==> src/rtl/gtp_daq_rx.sv <==
// Receive-side DAQ link decoder: acquires sync on idles, parses 3-word frames
// from the GTP receiver, checks checksum/sequence and re-emits 19-bit daq words.
module gtp_daq_rx #(
    parameter int SYNC_COUNT = 16,
    parameter int ERR_LIMIT  = 4
) (
    input  logic        clk,
    input  logic        reset,
    input  logic [15:0] rx_data,
    input  logic [1:0]  rx_charisk,
    input  logic [1:0]  rx_disperr,
    input  logic [1:0]  rx_notintable,
    input  logic        rx_ready,
    input  logic        err_count_clr,
    output logic [18:0] daq_word,
    output logic        daq_valid,
    output logic        link_up,
    output logic        frame_err,
    output logic        seq_err,
    output logic [15:0] err_count
);

    localparam int SCW = $clog2(SYNC_COUNT + 1);
    localparam int BCW = $clog2(ERR_LIMIT + 1);
    localparam logic [SCW-1:0] SYNC_LAST = SCW'(SYNC_COUNT - 1);
    localparam logic [SCW-1:0] SYNC_ONE  = SCW'(1);
    localparam logic [BCW-1:0] BAD_LAST  = BCW'(ERR_LIMIT - 1);
    localparam logic [BCW-1:0] BAD_ONE   = BCW'(1);

    typedef enum logic [1:0] {
        LS_LOS  = 2'd0,
        LS_HUNT = 2'd1,
        LS_UP   = 2'd2
    } link_state_t;

    typedef enum logic [1:0] {
        FS_IDLE = 2'd0,
        FS_DATA = 2'd1,
        FS_END  = 2'd2
    } frame_state_t;

    function automatic logic [7:0] calc_chk(input logic [4:0] seq, input logic [18:0] daq);
        calc_chk = daq[7:0] ^ daq[15:8] ^ {seq, daq[18:16]};
    endfunction

    link_state_t  r_link_st;
    frame_state_t r_frm_st;
    logic [SCW-1:0] r_sync_cnt;
    logic [BCW-1:0] r_bad_cnt;
    logic [4:0]   r_seq;
    logic [2:0]   r_daq_hi;
    logic [15:0]  r_daq_lo;
    logic [4:0]   r_ref_seq;
    logic         r_ref_vld;
    logic [18:0]  r_daq_word;
    logic         r_daq_valid;
    logic         r_link_up;
    logic         r_frame_err;
    logic         r_seq_err;
    logic [15:0]  r_err_count;

    link_state_t  w_link_nxt;
    frame_state_t w_frm_nxt;
    logic [SCW-1:0] w_sync_nxt;
    logic [BCW-1:0] w_bad_nxt;
    logic w_code_err;
    logic w_is_idle;
    logic w_is_w0;
    logic w_is_w1;
    logic w_is_w2;
    logic w_chk_ok;
    logic w_take_w0;
    logic w_take_w1;
    logic w_good;
    logic w_bad;
    logic w_seq_err;

    assign w_code_err = (|rx_disperr) | (|rx_notintable);
    assign w_is_idle  = !w_code_err && rx_charisk == 2'b01 && rx_data == 16'h50BC;
    assign w_is_w0    = !w_code_err && rx_charisk == 2'b01 && rx_data[7:0] == 8'h3C;
    assign w_is_w1    = !w_code_err && rx_charisk == 2'b00;
    assign w_is_w2    = !w_code_err && rx_charisk == 2'b01 && rx_data[7:0] == 8'hF7;
    assign w_chk_ok   = rx_data[15:8] == calc_chk(r_seq, {r_daq_hi, r_daq_lo});
    assign w_seq_err  = w_good && r_ref_vld && (r_seq != (r_ref_seq + 5'd1));

    // Link and frame-parser next state; a dropped rx_ready overrides everything.
    always_comb begin
        w_link_nxt = r_link_st;
        w_frm_nxt  = r_frm_st;
        w_sync_nxt = r_sync_cnt;
        w_bad_nxt  = r_bad_cnt;
        w_take_w0  = 1'b0;
        w_take_w1  = 1'b0;
        w_good     = 1'b0;
        w_bad      = 1'b0;
        if (!rx_ready) begin
            w_link_nxt = LS_LOS;
            w_frm_nxt  = FS_IDLE;
            w_sync_nxt = '0;
            w_bad_nxt  = '0;
        end else begin
            case (r_link_st)
                LS_LOS: begin
                    w_link_nxt = LS_HUNT;
                    w_frm_nxt  = FS_IDLE;
                    w_sync_nxt = '0;
                    w_bad_nxt  = '0;
                end
                LS_HUNT: begin
                    w_frm_nxt = FS_IDLE;
                    w_bad_nxt = '0;
                    if (w_is_idle && r_sync_cnt == SYNC_LAST) begin
                        w_link_nxt = LS_UP;
                        w_sync_nxt = '0;
                    end else if (w_is_idle) begin
                        w_sync_nxt = r_sync_cnt + SYNC_ONE;
                    end else begin
                        w_sync_nxt = '0;
                    end
                end
                LS_UP: begin
                    case (r_frm_st)
                        FS_IDLE: begin
                            if (w_is_idle) begin
                                w_frm_nxt = FS_IDLE;
                            end else if (w_is_w0) begin
                                w_take_w0 = 1'b1;
                                w_frm_nxt = FS_DATA;
                            end else begin
                                w_bad = 1'b1;
                            end
                        end
                        FS_DATA: begin
                            if (w_is_w1) begin
                                w_take_w1 = 1'b1;
                                w_frm_nxt = FS_END;
                            end else begin
                                w_bad = 1'b1;
                            end
                        end
                        FS_END: begin
                            w_frm_nxt = FS_IDLE;
                            if (w_is_w2 && w_chk_ok) begin
                                w_good = 1'b1;
                            end else begin
                                w_bad = 1'b1;
                            end
                        end
                        default: begin
                            w_frm_nxt = FS_IDLE;
                        end
                    endcase
                    if (w_good) begin
                        w_bad_nxt = '0;
                    end else if (w_bad && r_bad_cnt == BAD_LAST) begin
                        w_link_nxt = LS_HUNT;
                        w_frm_nxt  = FS_IDLE;
                        w_sync_nxt = '0;
                        w_bad_nxt  = '0;
                    end else if (w_bad) begin
                        w_frm_nxt = FS_IDLE;
                        w_bad_nxt = r_bad_cnt + BAD_ONE;
                    end else begin
                        w_bad_nxt = r_bad_cnt;
                    end
                end
                default: begin
                    w_link_nxt = LS_LOS;
                    w_frm_nxt  = FS_IDLE;
                end
            endcase
        end
    end

    always_ff @(posedge clk or posedge reset) begin
        if (reset) begin
            r_link_st  <= LS_LOS;
            r_frm_st   <= FS_IDLE;
            r_sync_cnt <= '0;
            r_bad_cnt  <= '0;
        end else begin
            r_link_st  <= w_link_nxt;
            r_frm_st   <= w_frm_nxt;
            r_sync_cnt <= w_sync_nxt;
            r_bad_cnt  <= w_bad_nxt;
        end
    end

    // Frame fields captured from W0/W1 until the W2 checksum decides.
    always_ff @(posedge clk or posedge reset) begin
        if (reset) begin
            r_seq    <= 5'd0;
            r_daq_hi <= 3'd0;
            r_daq_lo <= 16'd0;
        end else if (w_take_w0) begin
            r_seq    <= rx_data[15:11];
            r_daq_hi <= rx_data[10:8];
        end else if (w_take_w1) begin
            r_daq_lo <= rx_data;
        end
    end

    // The sequence reference is forgotten whenever the link leaves UP.
    always_ff @(posedge clk or posedge reset) begin
        if (reset) begin
            r_ref_vld <= 1'b0;
            r_ref_seq <= 5'd0;
        end else if (w_link_nxt != LS_UP) begin
            r_ref_vld <= 1'b0;
        end else if (w_good) begin
            r_ref_vld <= 1'b1;
            r_ref_seq <= r_seq;
        end
    end

    always_ff @(posedge clk or posedge reset) begin
        if (reset) begin
            r_daq_word  <= 19'd0;
            r_daq_valid <= 1'b0;
            r_link_up   <= 1'b0;
            r_frame_err <= 1'b0;
            r_seq_err   <= 1'b0;
        end else begin
            r_daq_valid <= w_good;
            r_link_up   <= (w_link_nxt == LS_UP);
            r_frame_err <= w_bad;
            r_seq_err   <= w_seq_err;
            if (w_good) begin
                r_daq_word <= {r_daq_hi, r_daq_lo};
            end
        end
    end

    // Saturating error counter; clear beats a same-cycle increment.
    always_ff @(posedge clk or posedge reset) begin
        if (reset) begin
            r_err_count <= 16'd0;
        end else if (err_count_clr) begin
            r_err_count <= 16'd0;
        end else if ((w_bad || w_seq_err) && r_err_count != 16'hFFFF) begin
            r_err_count <= r_err_count + 16'd1;
        end
    end

    assign daq_word  = r_daq_word;
    assign daq_valid = r_daq_valid;
    assign link_up   = r_link_up;
    assign frame_err = r_frame_err;
    assign seq_err   = r_seq_err;
    assign err_count = r_err_count;

endmodule
==> config.mk <==
export PLATFORM = sky130hd
export DESIGN_NAME = gtp_daq_rx
export DESIGN_NICKNAME = d
export VERILOG_FILES = /design/src/rtl/gtp_daq_rx.sv
export SDC_FILE = /design/constraint.sdc
export NUM_CORES = 1
export LEC_CHECK = 0
export CORE_MARGIN = 2
export CORE_UTILIZATION = 50
export CTS_BUF_LIST = sky130_fd_sc_hd__clkbuf_2
export DETAILED_ROUTE_END_ITERATION = 12
export DONT_BUFFER_PORTS = 1
export GPL_ROUTABILITY_DRIVEN = 0
export PLACE_DENSITY = 0.7
export SYNTH_ARGS = -nofsm -noshare
export SYNTH_HDL_FRONTEND = slang
export SYNTH_SLANG_ARGS = --single-unit
==> constraint.sdc <==
create_clock -name clk -period 2.5 [get_ports clk]
set_input_delay 0.5 -clock clk [delete_from_list [all_inputs] [get_ports clk]]
set_output_delay 0.5 -clock clk [all_outputs]
set_load 0.02 [all_outputs]
======== After elaboration in Yosys (flattened, before gate mapping) ========
Index checks and enable logic that the tools add are counted.
word-level totals
  register bits after elaboration ......... 81
  latch bits .............................. 0
  bits in writable memories ............... 0
  ROM bits ................................ 0
  input port bits ......................... 26
  output and inout port bits .............. 39
  word-level logic and storage cells ...... 122
  memories ................................ 0
cells by class
  add/subtract/negate cells ............... 4
  multiply operators ...................... 0
  div/mod/pow operators ................... 0
  $lt $le $gt $ge ......................... 0
  equal/unequal tests ..................... 20
  shifts and indexed selects .............. 0
  mux-type cells .......................... 53
  bitwise operators ....................... 5
  reductions and logical operators ........ 25
operators with widths
  cell                                                   count
  2-to-1 mux 16 bit                                      2
  2-to-1 mux 1 bit                                       25
  2-to-1 mux 5 bit                                       5
  2-to-1 mux 2 bit                                       12
  adder 16 x 1 -> 16 bit, second input constant          1
  equality test 16 x 15 -> 1 bit, second input constant  1
  inequality test 16 bit, second input constant          1
  XOR 8 bit                                              2
  one-hot mux 5 bit (3 select lines)                     1
  2-to-1 mux 3 bit                                       4
  logical AND 1 bit                                      11
  adder 5 x 1 -> 5 bit, second input constant            2
  equality test 8 x 6 -> 1 bit, second input constant    1
  equality test 8 bit                                    1
  equality test 8 bit, second input constant             1
  equality test 2 x 1 -> 1 bit, second input constant    3
  equality test 2 bit, second input constant             3
  logical NOT 2 bit                                      3
  inequality test 3 bit, second input constant           2
  one-hot mux 2 bit (3 select lines)                     1
  one-hot mux 3 bit (2 select lines)                     1
  AND reduction 2 bit                                    3
  OR reduction 2 bit                                     3
  equality test 5 x 4 -> 1 bit, second input constant    1
  15 further kinds                                       17

======== Longest topological paths before layout ========
Gate-level depths: netlist of the first run.
  word-level depth ........................ 18
  mapped depth ............................ 10
  depth with buffers taken out ............ 10

======== Worst setup path before layout of the first run ========
OpenSTA, ideal clock, no wires.
  path type ............................... input-to-reg
  start ................................... input rx_charisk[0]
  end ..................................... register r_ref_seq[0]
  library setup time ...................... 125 ps
  data arrival time ....................... 2395 ps
  path slack .............................. -20 ps
  cell stages on the path ................. 8
  buffers on the path ..................... 1
  cells stage by stage .................... or4b_1 o21ai_0 a21oi_1 or2_1 clkbuf_1 a41oi_2 o2111ai_1 mux2_2
between the ends
  word-level cells in the longest chain between the ends .. 16
  elaborated cells between the ends (all ways) .. 31
  classes of those cells .................. 2 x eq/ne; 18 x mux; 1 x bitwise; 10 x reduce/logical
RTL lines
  item                                                          RTL line    source
  start: declaration                                            10          input logic [1:0] rx_charisk,
  equality test 2 x 1 -> 1 bit                                  79, 80, 82
  logical AND 1 bit                                             79, 80, 82
  logical AND 1 bit, on equally long branches                   80, 82
  2-to-1 mux 1 bit / logical AND 1 bit (equally long branches)  126, 143
  2-to-1 mux 1 bit, on equally long branches                    124, 143
  one-hot mux 1 bit (3 select lines)                            122         case (r_frm_st)
  2-to-1 mux 1 bit                                              102         case (r_link_st)
  2-to-1 mux 1 bit                                              96          if (!rx_ready) begin
  logical AND 1 bit                                             155         end else if (w_bad && r_bad_cnt == BAD_LAST) begin
  2-to-1 mux 2 bit                                              155
  2-to-1 mux 2 bit                                              153         if (w_good) begin
  one-hot mux 2 bit (3 select lines)                            102
  2-to-1 mux 2 bit                                              96
  inequality test 2 bit                                         208         end else if (w_link_nxt != LS_UP) begin
  inverter 1 bit (no source line)                               -
  AND reduction 2 bit (no source line) (*)                      -
  end signal: assignment                                        212         r_ref_seq <= r_seq;
  end: declaration                                              53          logic [4:0] r_ref_seq;
Mark *: on every way between the ends. The rest lies on a longest branch, timed or not. The select of a mux whose other input is x is not followed.
A chain may end at the register's enable or synchronous reset.

======== Final worst setup path of the first run ========
  start ................................... register r_sync_cnt[1]
  end ..................................... register r_ref_seq[3]
between the ends
  word-level cells in the longest chain between the ends .. 8
RTL lines
  item                                  RTL line  source
  start: declaration                    48        logic [SCW-1:0] r_sync_cnt;
  start signal: assignment              184       r_sync_cnt <= w_sync_nxt;
  equality test 5 x 4 -> 1 bit          112       if (w_is_idle && r_sync_cnt == SYNC_LAST) begin
  logical AND 1 bit                     112
  2-to-1 mux 2 bit                      112
  one-hot mux 2 bit (3 select lines)    102
  2-to-1 mux 2 bit                      96
  inequality test 2 bit                 208
  inverter 1 bit (no source line)       -
  AND reduction 2 bit (no source line)  -
Every way passes these cells.

==> results by group, run 1 <==
Worst setup path
  • Crit Path Max Fanout: 5
  • Worst r2r src: r_sync_cnt[1]
  • CP required: 2.95 ns
  • Worst EP arrival: 2.93 ns
  • Critical Path End: r_ref_seq[3]
  • CP Buf/Inv Count: 0
  • Critical path, cell by cell: ha_2, and3_4, ha_4, nor2b_4, nand4_1, o31a_1, a21o_1, a41oi_2, o2111ai_4, mux2_4
  • Flop-to-flop setup slack: 0.02 ns
  • Slowest CP cell: dfrtp_1
  • CP Class: flop to flop
  • Critical Path Max Stage Delay: 0.42 ns
  • Worst path top cell family by delay: compound AO/OA/AOI/OAI gates
  • Worst r2r path cells: 10
  • Worst Setup Start Kind: flop
  • Crit path capture type: flop
  • Stages on worst setup path: 10
  • Capture point of the worst reg-to-reg path: r_ref_seq[3]
  • Critical path origin: r_sync_cnt[1]

Drt
  • Via count: 3099
  • Routed WL per cell: 18.1 um
  • Final wirelength: 9440 um
  • DR vias/cell: 5.93
  • Initial DRC count: 194
  • Detailed Routing Iterations Pass 1: 4
  • Antenna viol nets, final: 0
  • # DRC: 0

Finish
  • Fraction of layout cells with a size suffix above 1: 35.6%
  • Most frequent cells in the layout: 79 x dfrtp_1, 51 x mux2_2, 42 x buf_4
  • Fillers: 653
  • Post-layout net count: 448
  • Area grow syn2layout: 19.7%
  • Core Util, Final: 61.3%
  • Most common cell after layout, fill and taps aside: dfrtp_1
  • Diode count: 0

Placement
  • Dpl hpwl: 6650 um
  • Placement Setup Slack: -0.0907 ns
  • Port-buffer cells: 0

Logic synthesis
  • Sequential area share after synthesis: 48.6%
  • Asr flop ratio synth: 100%
  • Syn Inst Count: 362
  • Post-Syn Area per Cell: 11.5 um2
  • Synth Register Bits: 81
  • Synth unique cells: 55
  • Post-synth EDFFs: 0
  • Netlist Area Pre-Place: 0.00417 mm2
  • Yosys Warn Count: 0
  • Top FF cell, synth: dfrtp_1
  • Net Count, Synth: 397

Timing
  • Final period util: 99.0%
  • Normalized max-slew margin: 60.8%
  • Final hold viol count: 0
  • Fin crit period: 2.48 ns
  • Setup slack after layout: 0.0239 ns
  • Worst Tran Pin Value: 0.588 ns
  • Fmax: 0.404 GHz
  • Final Max Tran Viols: 0
  • RSZ-0062 raised after global routing: yes
  • Worst Skew: 0.0448 ns
  • Final setup violation count: 0

Clock network
  • Sink Count: 81
  • Clk Latency, worst-skew pair: 0.54 ns
  • Clk root buf: clkbuf_2
  • CTS HTree Levels: 3
  • CTS clk-pin slew, worst paths: 0.25 ns
  • CTS Buffer Depth: 2
  • TritonCTS clock tree: yes
  • CTS Buf Count: 9

GRT
  • Initial antenna violation count: 0
  • Most Crowded Layer GR: met2
  • Largest net degree at the start of global routing: 48
  • Met1 Use GR: 27.1%
  • Routing usage on met3: 5.85%
  • Gr ovfl total: 0
  • First-pass GRT wire length: 15000 um
  • Vias in the first global route: 3090
  • Tot GR Track Use: 21.7%
  • Met2 Use GR: 35.7%

Floorplanning
  • Chip height: 95.3 um
  • Initial Util: 51.3%
  • Ports: 65
  • Die ar.: 0.00908 mm2
  • # rows: 33
  • Die width: 95.3 um
  • Core area: 0.00813 mm2

Pwr
  • Pwr/cell area: 449 mW/mm2
  • Leak pwr: 0.00226 uW
  • Worst-case vdd ir drop: 0.000341 V

Run status
  • Outcome: finished clean

Hold path
  • Worst hold path type: input port to flop

Run
  • Max-Cap Viols: 0
[where the power goes]
| group | switching (uW) | internal, uW | total [uW] | leakage (uW) |
|---|---|---|---|---|
| Combinational | 60.5 | 36.5 | 97.0 | 0.00105 |
| Clock | 487 | 342 | 828 | 0.0000825 |
| Sequential | 0.689 | 1310 | 1310 | 0.00113 |
[cells in the mapped netlist (2+ instances only)]
| cell type | n | area share, % |
|---|---|---|
| xor2_1 | 11 | 2.3 |
| nor4_4 | 2 | 1.0 |
| a21o_1 | 2 | 0.36 |
| inv_1 | 8 | 0.72 |
| o31ai_1 | 10 | 1.8 |
| nor2_1 | 14 | 1.3 |
| or4_1 | 6 | 1.1 |
| nand3_1 | 16 | 1.9 |
| nor4bb_1 | 2 | 0.48 |
| nand4_1 | 6 | 0.90 |
| and2_1 | 5 | 0.75 |
| ha_1 | 9 | 2.7 |
| nand2b_1 | 4 | 0.60 |
| o21ai_0 | 14 | 1.7 |
| or3_1 | 7 | 1.1 |
| nand2_1 | 18 | 1.6 |
| a31oi_1 | 2 | 0.30 |
| and4b_1 | 2 | 0.48 |
| nor2b_1 | 6 | 0.90 |
| and3_1 | 7 | 1.1 |
| nor3_1 | 5 | 0.60 |
| xnor2_1 | 20 | 4.2 |
| a21oi_1 | 14 | 1.7 |
| nor3b_1 | 2 | 0.36 |
| o2111ai_1 | 3 | 0.63 |
| mux2_2 | 52 | 14 |
| nor4_1 | 3 | 0.45 |
| clkbuf_1 | 3 | 0.27 |
| buf_2 | 2 | 0.24 |
| o21a_1 | 2 | 0.36 |
| dfrtp_1 | 81 | 49 |
[layer usage]
| layer | routed length [um] | vias up |
|---|---|---|
| met2 | 4740 | 86 |
| met3 | 519 | 17 |
| li1 | - | 1436 |
| met5 | 0 | - |
| met1 | 4000 | 1560 |
| met4 | 185 | 0 |
[flip-flops by register name, summed over array words and instances (netlist names)]
name	count
r_frm_st	2
r_bad_cnt	3
r_seq	5
r_ref_vld	1
r_ref_seq	5
frame_err	1
link_up	1
r_sync_cnt	5
r_link_st	2
daq_valid	1
daq_word	19
seq_err	1
err_count	16
r_daq_lo	16
r_daq_hi	3
[layout make-up]
type / instances / area [um2] / share of cell area [%]
timing repair buffer: 47 / 378 / 7.57
clock buffer: 9 / 45.0 / 0.903
sequential: 81 / 2030 / 40.7
clock inverter: 7 / 100 / 2.01
inverter: 8 / 33.8 / 0.677
tap: 105 / 131 / 2.63
multi-input combinational: 266 / 2270 / 45.5
[through the flow]
step	total power, uW	std cells	setup TNS (ns)	hold slack, ns	cell area, um2
2_1_floorplan	1400	362	0	0.438	4180
3_3_place_gp	1430	492	0	0.462	4540
3_5_place_dp	1430	492	-0.617	0.470	4540
4_1_cts	2260	512	-0.116	0.0469	4770
5_1_grt	2340	523	-0.731	0.00603	4990
6_report	2240	523	0	0.0848	4990
[how the worst min path moves through the flow]
stage / startpoint / end / cells after the start
global route: rx_data[8] / r_daq_hi[0] / 1
detailed placement: r_sync_cnt[3] / r_sync_cnt[3] / 1
global placement: r_sync_cnt[4] / r_sync_cnt[4] / 2
floorplan: r_sync_cnt[3] / r_sync_cnt[3] / 1
CTS: rx_data[10] / r_daq_hi[2] / 1
finish: rx_data[8] / r_daq_lo[8] / 1
[timing repair]
| action | CTS | global route |
|---|---|---|
| setup buffers | 2 | 10 |
| setup endpoints to repair | 12 | 19 |
| hold buffers | 2 | 0 |
| endpoints found under the hold margin | 92 | 0 |
| resized for setup | 10 | 25 |
| gates cloned | 0 | 1 |
| pin swaps | 5 | 15 |
[cells by family after synthesis]
kind of cell    after synthesis  synth area share [%]
xor+xnor                     31                  6.51
fa+ha+maj                     9                  2.70
mux                          54                  14.6
flops                        81                  48.6
buf+inv                      16                  1.77
simple gates                116                  17.1
compound gates               55                  8.67
(Power assumes the default switching activity.)
==> inputs of run 2 (changes only) <==
--- a/config.mk
+++ b/config.mk
@@ -8,10 +8,12 @@
 export CORE_MARGIN = 2
 export CORE_UTILIZATION = 50
 export CTS_BUF_LIST = sky130_fd_sc_hd__clkbuf_2
+export CTS_CLUSTER_DIAMETER = 150
 export DETAILED_ROUTE_END_ITERATION = 12
 export DONT_BUFFER_PORTS = 1
 export GPL_ROUTABILITY_DRIVEN = 0
 export PLACE_DENSITY = 0.7
+export RECOVER_POWER = 50
 export SYNTH_ARGS = -nofsm -noshare
 export SYNTH_HDL_FRONTEND = slang
 export SYNTH_SLANG_ARGS = --single-unit
==> results by group, run 2 (synthesized netlist as in run 1, its figures left out) <==
GRT
  • First-pass GRT wire length: 15000 um
  • Gr ovfl total: 0
  • Vias in the first global route: 3090
  • Tot GR Track Use: 21.7%
  • Largest net degree at the start of global routing: 48
  • Initial antenna violation count: 0

Floorplanning
  • Ports: 65
  • Core area: 0.00813 mm2
  • # rows: 33
  • Die width: 95.3 um
  • Die ar.: 0.00908 mm2
  • Chip height: 95.3 um
  • Initial Util: 51.3%

Drt
  • DR vias/cell: 5.91
  • Initial DRC count: 195
  • Final wirelength: 9430 um
  • Antenna viol nets, final: 0
  • # DRC: 0
  • Routed WL per cell: 18.0 um
  • Via count: 3093
  • Detailed Routing Iterations Pass 1: 4

Clock network
  • Clk root buf: clkbuf_2
  • TritonCTS clock tree: yes
  • Clk Latency, worst-skew pair: 0.54 ns
  • CTS HTree Levels: 3
  • CTS Buf Count: 9
  • Sink Count: 81
  • CTS Buffer Depth: 2
  • CTS clk-pin slew, worst paths: 0.25 ns

Worst setup path
  • Stages on worst setup path: 10
  • Capture point of the worst reg-to-reg path: r_ref_seq[3]
  • Critical Path End: r_ref_seq[3]
  • Critical Path Max Stage Delay: 0.42 ns
  • CP Class: flop to flop
  • Crit Path Max Fanout: 5
  • CP required: 2.95 ns
  • Crit path capture type: flop
  • Critical path, cell by cell: ha_2, and3_4, ha_4, nor2b_4, nand4_1, o31a_1, a21o_1, a41oi_2, o2111ai_4, mux2_4
  • CP Buf/Inv Count: 0
  • Slowest CP cell: dfrtp_1
  • Worst r2r path cells: 10
  • Worst EP arrival: 2.93 ns
  • Critical path origin: r_sync_cnt[1]
  • Worst Setup Start Kind: flop
  • Worst r2r src: r_sync_cnt[1]
  • Flop-to-flop setup slack: 0.02 ns
  • Worst path top cell family by delay: compound AO/OA/AOI/OAI gates

Timing
  • Setup slack after layout: 0.0239 ns
  • Fin crit period: 2.48 ns
  • Final hold viol count: 0
  • RSZ-0062 raised after global routing: yes
  • Normalized max-slew margin: 23.8%
  • Final period util: 99.0%
  • Worst Tran Pin Value: 1.14 ns
  • Worst Skew: 0.0448 ns
  • Setup_tns: 0 ns
  • Fmax: 0.404 GHz
  • Final Max Tran Viols: 0
  • Final setup violation count: 0

Run status
  • Outcome: finished clean

Hold path
  • Hold Path Stages: 1
  • Worst hold path type: input port to flop

Pwr
  • Pwr/cell area: 449 mW/mm2
  • Logic pwr share: 4.3%
  • Switch share: 24.5%
  • Clk pwr share: 37.0%
  • Worst-case vdd ir drop: 0.000341 V
  • P_sw: 548 uW
  • Int Pwr: 1690 uW
  • Leak pwr: 0.00226 uW
  • Total Power: 2240 uW
  • Sequential share of power: 58.7%

Finish
  • Fraction of layout cells with a size suffix above 1: 35.6%
  • Multi-input gate area: 0.00227 mm2
  • Most common cell after layout, fill and taps aside: dfrtp_1
  • Fillers: 655
  • Max reg flops: 19
  • Most frequent cells in the layout: 79 x dfrtp_1, 51 x mux2_2, 40 x buf_4
  • Core Util, Final: 61.3%
  • Post-layout net count: 448
  • Area grow syn2layout: 19.5%
  • Diode count: 0
  • Reg area: 0.00203 mm2

Placement
  • Dpl hpwl: 6650 um
  • Placement Setup Slack: -0.0907 ns
  • Port-buffer cells: 0

Run
  • Max-Cap Viols: 0
run 2: cell count changes in the layout (fill, tap and decap cells not counted):
cell / change
buf_4: -2
clkbuf_2: +2
run 2: metrics by stage:
stage | cells | instance area [um2] | hold slack (ns)
floorplan | 362 | 4180 | 0.438
global placement | 492 | 4540 | 0.462
detailed placement | 492 | 4540 | 0.470
CTS | 512 | 4770 | 0.0469
global route | 523 | 4980 | 0.00603
finish | 523 | 4980 | 0.0848
run 2: power groups by stage:
stage	sequential, uW	combinational [uW]	clock [uW]
floorplan	1340	63.9	0
global placement	1340	88.5	0
detailed placement	1340	90.6	0
CTS	1320	97.0	847
global route	1320	107	914
finish	1310	95.8	828
run 2: repair_timing:
action / CTS / global route
setup buffers: 2 / 10
gates resized for setup: 10 / 25
setup endpoints to repair: 12 / 19
gates cloned: 0 / 1
hold endpoints to repair: 92 / 0
hold buffers: 2 / 0
pin swaps: 5 / 15
run 2: cell type report:
cell class	instances	area share (%)
clock buffers	9	0.904
clock inverters	7	2.01
inverters	8	0.678
multi-input cells	266	45.6
flip-flops and latches	81	40.7
well taps	105	2.64
repair buffers	47	7.48
run 2: how the worst min path moves through the flow:
stage,startpoint,endpoint,slack (ns)
6_report,rx_data[8],r_daq_lo[8],0.08
5_1_grt,rx_data[8],r_daq_hi[0],0.006
3_3_place_gp,r_sync_cnt[4],r_sync_cnt[4],0.46
3_5_place_dp,r_sync_cnt[3],r_sync_cnt[3],0.47
4_1_cts,rx_data[10],r_daq_hi[2],0.05
2_1_floorplan,r_sync_cnt[3],r_sync_cnt[3],0.44
run 2: routing by layer:
metal | GRT usage [%] | wire length [um] | up-vias
met1 | 27.1 | 4010 | 1561
li1 | - | - | 1435
met4 | 8.94 | 185 | 0
met5 | 0 | 0 | -
met3 | 5.85 | 493 | 17
met2 | 35.7 | 4740 | 80
==> inputs of run 3 (changes only) <==
--- a/config.mk
+++ b/config.mk
@@ -9,6 +9,7 @@
 export CORE_UTILIZATION = 50
 export CTS_BUF_LIST = sky130_fd_sc_hd__clkbuf_2
 export CTS_CLUSTER_DIAMETER = 150
+export CTS_CLUSTER_SIZE = 10
 export DETAILED_ROUTE_END_ITERATION = 12
 export DONT_BUFFER_PORTS = 1
 export GPL_ROUTABILITY_DRIVEN = 0
==> results of run 3 <==
Final layout, timing and power as in run 2 (identical DEF).
